### src/rtl/frame_word_streamer.sv
// Paces BRAM reads of 96-bit pixel groups and streams them as 32-bit words with a frame-end marker.
// Optional per-frame word checksum is enabled by defining PIXEL_CHECKSUM_EN.
module frame_word_streamer #(
    parameter int unsigned READ_LAT   = 2,
    parameter int unsigned GROUPS     = 76800,
    parameter int unsigned FIFO_DEPTH = 8
) (
    input  logic        clk50,
    input  logic        rst_n,
    input  logic        control,
    input  logic [31:0] slv1,
    input  logic [31:0] slv2,
    input  logic [31:0] slv3,
    output logic        read_enable,
    output logic [31:0] m_data,
    output logic        m_valid,
    input  logic        m_ready,
    output logic        m_last,
    output logic        frame_done,
    output logic [31:0] checksum
);

    localparam int unsigned AW = $clog2(FIFO_DEPTH);
    localparam int unsigned GW = (GROUPS > 1) ? $clog2(GROUPS) : 1;
    localparam int unsigned LW = (READ_LAT > 0) ? $clog2(READ_LAT + 1) : 1;
    localparam logic [GW-1:0] GLast = GW'(GROUPS - 1);
    localparam logic [LW-1:0] LatInit = LW'(READ_LAT);

    typedef enum logic [1:0] {StIdle, StWait, StCapture, StPush} state_e;

    state_e        r_state, w_state_nxt;
    logic [LW-1:0] r_lat, w_lat_nxt;
    logic [GW-1:0] r_grp, w_grp_nxt;
    logic [1:0]    r_widx, w_widx_nxt;
    logic [95:0]   r_hold, w_hold_nxt;
    logic          r_hold_last, w_hold_last_nxt;
    logic          r_done;

    logic [32:0]   r_mem [FIFO_DEPTH];
    logic [AW:0]   r_wr, r_rd;
    logic          w_empty, w_full, w_push, w_pop, w_re, w_flush;
    logic [32:0]   w_push_word, w_head;

    assign w_empty = (r_wr == r_rd);
    assign w_full  = (r_wr[AW] != r_rd[AW]) && (r_wr[AW-1:0] == r_rd[AW-1:0]);
    assign w_head  = r_mem[r_rd[AW-1:0]];
    assign w_pop   = !w_empty && m_ready;

    always_comb begin
        w_state_nxt     = r_state;
        w_lat_nxt       = r_lat;
        w_grp_nxt       = r_grp;
        w_widx_nxt      = r_widx;
        w_hold_nxt      = r_hold;
        w_hold_last_nxt = r_hold_last;
        w_push          = 1'b0;
        w_re            = 1'b0;
        w_flush         = 1'b0;
        case (r_widx)
            2'd0:    w_push_word = {1'b0, r_hold[95:64]};
            2'd1:    w_push_word = {1'b0, r_hold[63:32]};
            default: w_push_word = {r_hold_last, r_hold[31:0]};
        endcase

        // Dropping control aborts from any state, mirroring frame_addr clearing upstream.
        if (!control) begin
            w_state_nxt     = StIdle;
            w_flush         = 1'b1;
            w_grp_nxt       = '0;
            w_hold_nxt      = '0;
            w_hold_last_nxt = 1'b0;
            w_widx_nxt      = 2'd0;
            w_lat_nxt       = '0;
        end else begin
            case (r_state)
                StIdle: begin
                    w_lat_nxt   = LatInit;
                    w_state_nxt = StWait;
                end
                StWait: begin
                    if (r_lat != '0) w_lat_nxt = r_lat - LW'(1);
                    if (r_lat <= LW'(1)) w_state_nxt = StCapture;
                end
                StCapture: begin
                    w_hold_nxt      = {slv1, slv2, slv3};
                    w_hold_last_nxt = (r_grp == GLast);
                    w_grp_nxt       = (r_grp == GLast) ? '0 : r_grp + GW'(1);
                    w_lat_nxt       = LatInit;
                    w_widx_nxt      = 2'd0;
                    w_re            = 1'b1;
                    w_state_nxt     = StPush;
                end
                StPush: begin
                    if (r_lat != '0) w_lat_nxt = r_lat - LW'(1);
                    if (!w_full || w_pop) begin
                        w_push = 1'b1;
                        if (r_widx == 2'd2) begin
                            w_widx_nxt  = 2'd0;
                            w_state_nxt = (r_lat == '0) ? StCapture : StWait;
                        end else begin
                            w_widx_nxt = r_widx + 2'd1;
                        end
                    end
                end
                default: w_state_nxt = StIdle;
            endcase
        end
    end

    always_ff @(posedge clk50 or negedge rst_n) begin
        if (!rst_n) begin
            r_state     <= StIdle;
            r_lat       <= '0;
            r_grp       <= '0;
            r_widx      <= 2'd0;
            r_hold      <= '0;
            r_hold_last <= 1'b0;
            r_done      <= 1'b0;
        end else begin
            r_state     <= w_state_nxt;
            r_lat       <= w_lat_nxt;
            r_grp       <= w_grp_nxt;
            r_widx      <= w_widx_nxt;
            r_hold      <= w_hold_nxt;
            r_hold_last <= w_hold_last_nxt;
            r_done      <= control && w_pop && w_head[32];
        end
    end

    always_ff @(posedge clk50 or negedge rst_n) begin
        if (!rst_n) begin
            r_wr <= '0;
            r_rd <= '0;
        end else if (w_flush) begin
            r_wr <= '0;
            r_rd <= '0;
        end else begin
            if (w_push) r_wr <= r_wr + 1'b1;
            if (w_pop)  r_rd <= r_rd + 1'b1;
        end
    end

    always_ff @(posedge clk50) begin
        if (w_push) r_mem[r_wr[AW-1:0]] <= w_push_word;
    end

    assign read_enable = w_re;
    assign m_valid     = !w_empty;
    assign m_data      = w_empty ? 32'h0 : w_head[31:0];
    assign m_last      = !w_empty && w_head[32];
    assign frame_done  = r_done;

`ifdef PIXEL_CHECKSUM_EN
    logic [31:0] r_acc, r_csum;

    always_ff @(posedge clk50 or negedge rst_n) begin
        if (!rst_n) begin
            r_acc  <= '0;
            r_csum <= '0;
        end else if (!control) begin
            r_acc <= '0;
        end else if (w_pop) begin
            if (w_head[32]) begin
                r_acc  <= '0;
                r_csum <= r_acc + w_head[31:0];
            end else begin
                r_acc <= r_acc + w_head[31:0];
            end
        end
    end

    assign checksum = r_csum;
`else
    assign checksum = 32'h0;
`endif

endmodule

### config.mk
export PLATFORM = sky130hd
export DESIGN_NAME = frame_word_streamer
export DESIGN_NICKNAME = d
export VERILOG_FILES = /design/src/rtl/frame_word_streamer.sv
export SDC_FILE = /design/constraint.sdc
export NUM_CORES = 1
export LEC_CHECK = 0
export ABC_AREA = 1
export BUFFER_PORTS_ARGS = -buffer_cell sky130_fd_sc_hd__buf_4
export CAP_MARGIN = 0
export CORE_ASPECT_RATIO = 1.1
export CORE_UTILIZATION = 38
export CTS_CLUSTER_SIZE = 40
export DETAILED_ROUTE_END_ITERATION = 12
export SLEW_MARGIN = 20
export SYNTH_ARGS = -nofsm -noshare
export SYNTH_HDL_FRONTEND = slang
export SYNTH_SLANG_ARGS = --single-unit
### constraint.sdc
create_clock -name clk50 -period 7.6 [get_ports clk50]
set_input_delay 0.76 -clock clk50 [delete_from_list [all_inputs] [get_ports clk50]]
set_output_delay 0.76 -clock clk50 [all_outputs]
set_load 0.1 [all_outputs]
==> summary.md <==
| Metric | Value |
|---|---|
| CP max stage delay | 820 ps |
| Number of hold buffers added after CTS | 0 |
| CTS tree | done |
| HP Class | primary input to async pin |
| Sum of overflow across all layers after global routing | 0 |
| Estimated wirelength of the detail-placed design | 24400 um |
| Port buffer count | 135 |
| Commonest non-fill, non-tap cells in the layout | sky130_fd_sc_hd__edfxtp_1 (264), sky130_fd_sc_hd__o21ai_0 (228), sky130_fd_sc_hd__nor2_1 (213) |
| First-pass GRT wire length | 63500 um |
| Final-report hold violation count | 0 |
| DIE AREA | 44000 sq um |
| Placeable core region | 42400 sq um |
| Worst-margin pin slew | 1110 ps |
| Critical path data arrival time | 3700 ps |
| Top cell family by delay on the critical path | buffers and inverters |
| Mean number of vias per cell | 5.18 |
| Critical path buffers and inverters | 2 |
| Layout overhead on the synthesized area | 17.0% |
| P_int | 4040 uW |
| Average wire length per cell after detail routing | 19.0 um |
| YS warnings | 0 |
| Proportion of layout cells with a drive suffix above 1 | 15.5% |
| Number of sinks on the clock net | 393 |
| Crit path launch type | flop |
| Die span in y | 220 um |
| Net switching power figure | 2270 uW |
| Post-detailed-route DRC marker count | 0 |
| Root Driver | sky130_fd_sc_hd__clkbuf_16 |
| CTS H-Tree Depth | 2 |
| Die width | 200 um |
| Mean area per synthesized cell | 11.3 sq um |
| Largest net degree at the start of global routing | 96 |
| Quantity of gates resized following cts | 0 |
| Detailed-route via count | 11.2k |
| Relative slew slack | 26.3% |
| Number of non-filler instances in the completed layout | 2158 |
| Clk Latency, worst-skew pair | 540 ps |
| Placed insts | 2085 |
| Proportion of total power due to net switching | 36.0% |
| Max-capacitance violation count | 0 |
| PD cells | 329 nW/um^2 |
| Clock-pin slew of the registers on the worst-case setup and hold paths | 60 ps |
| Post-route design area | 19200 sq um |
| Worst clock skew on the final layout | 21.5 ps |
| Routability-driven placement congestion ratio | 0.761 |
| Tot GR Track Use | 18.6% |
| Via count of the first global-routing pass | 11.1k |
| First-iteration detailed-routing DRC count | 843 |
| CP max FO | 95 |
| Setup TNS | 0 ps |
| Type of the worst setup path | flop to primary output |
| Initial DRT Pass Iterations | 5 |
| Placed instance area | 17900 sq um |
| Antenna violations before repair | 1 |
| Fmax | 224 MHz |
| Cells after Synth | 1450 |
| Minimum clock period | 4460 ps |
| Data required time of the critical path | 6840 ps |
| Count of antenna diodes in the layout | 0 |
| Setup repair after global routing missed its margin | no |
| Setup bufs post-CTS | 0 |
| TritonCTS buffer count | 41 |
| Antenna Violating Nets Remaining | 0 |
| Cells traversed along the worst timing path | buf_4 -> nand2_1 -> nand2_1 -> nor2_4 -> nand2_4 -> o21ai_0 -> nor2_1 -> buf_4 |
| Cell at the slowest stage of the critical path | sky130_fd_sc_hd__buf_4 |
| Flop pwr share | 41.2% |
| Portion of total power attributed to the clock network | 31.0% |
| Maximum count of clock buffers along a single path | 3 |
| Combinational share of power | 27.8% |
| Peak ir drop on the vdd network | 0.176 mV |
| Row Count | 79 |
| Minimum hold slack | 126 ps |
| Seq/Total Area, Yosys | 68.0% |
| Endpoints failing setup | 0 |
| Commonest non-fill, non-tap cell in the layout | sky130_fd_sc_hd__edfxtp_1 |
| Fin crit share | 58.7% |
| Overall routed net length | 41000 um |
| Result of the run | finished, final reports clean |
| Leakage power figure | 0.00739 uW |
| Top-level I/O count | 168 |
| Crit. End Element | primary output |
| Register bit total from synthesis | 393 |
| Post-synthesis cell type count | 39 |
| Synthesized area | 16400 sq um |
| Starting density of the core | 38.7% |
| Net count of the finished layout | 1665 |
| Fin. max-slew vios | 0 |
-- state kept, by name (all words and copies together), names as in the netlist --
register     cells
r_widx           2
r_grp           17
r_rd             4
r_state          2
r_hold_last      1
r_mem          264
frame_done       1
r_hold          96
r_wr             4
r_lat            2
-- layout make-up --
class | count | area, sq um
Multi-Input combinational cell | 873 | 4440
Inverter | 93 | 350
Timing Repair Buffer | 159 | 1220
Sequential cell | 393 | 11200
Clock inverter | 27 | 254
Fill cell | 3925 | 23200
Clock buffer | 46 | 1070
Tap cell | 567 | 709
-- cell usage after synthesis (all sizes together) --
cell / n / area [sq um]
nand2: 159 / 622
conb: 1 / 3.75
buf: 73 / 465
nor3: 8 / 40.0
dfrtp: 129 / 3230
clkbuf: 49 / 186
xor2: 8 / 70.1
ha: 4 / 50.1
nor2: 221 / 840
o21bai: 1 / 7.51
inv: 93 / 349
a22oi: 11 / 82.6
nand4: 9 / 71.3
o221ai: 21 / 184
xnor2: 2 / 17.5
and3: 1 / 6.26
a31oi: 1 / 6.26
nand3b: 2 / 15.0
a32o: 1 / 10.0
a22o: 43 / 377
o211ai: 3 / 22.5
a21oi: 5 / 36.3
nand3: 25 / 130
o21ai: 249 / 1250
edfxtp: 264 / 7930
o22ai: 67 / 419
-- through the flow --
stage	utilization, %	total power [uW]	setup slack, ps
after detailed placement	42.2	4410	3730
after global placement	42.1	4380	3770
after CTS	45.3	6370	3130
after floorplan	-	3940	3460
after global routing	45.3	6590	2870
final	45.3	6320	3140
-- cell families after synthesis --
kind of cell	count (synthesis)	share of synthesized area (%)
compound gates	402	14.6
xor+xnor	10	0.534
flops	393	68.0
fa+ha+maj	4	0.305
other cells	1	0.0228
simple gates	425	10.5
buf+inv	215	6.10
-- routing by layer --
| layer | wire, um | part of all wire [%] | vias up | global-route usage [%] |
|---|---|---|---|---|
| met2 | 18600 | 45 | 342 | 29.3 |
| met4 | 639 | 1.6 | 0 | 4.87 |
| met5 | 0 | 0 | - | 0 |
| met3 | 2570 | 6.3 | 49 | 3.37 |
| met1 | 19200 | 47 | 5500 | 26.4 |
| li1 | - | - | 5282 | - |
-- worst paths after layout --
path	start	end	slack [ps]	cells past startpoint
worst max-delay path	r_rd[0]	m_data[27]	3140	8
worst min-delay path	rst_n	r_hold[87]	130	1
worst max register to register	r_rd[0]	r_mem[4][32]	3750	8
worst min register to register	r_lat[0]	r_lat[0]	460	1
max in group asynchronous	rst_n	r_hold[46]	5760	3
min in group clk50	slv3[1]	r_hold[1]	430	3
-- power groups by stage --
stage | sequential [uW] | combinational, uW | clock (uW)
after global routing | 2620 | 1900 | 2070
after detailed placement | 2650 | 1760 | 0
final | 2600 | 1760 | 1960
after global placement | 2640 | 1730 | 0
after floorplan | 2610 | 1340 | 0
after CTS | 2600 | 1760 | 2000
No activity file was read; power rests on OpenSTA's default activity.
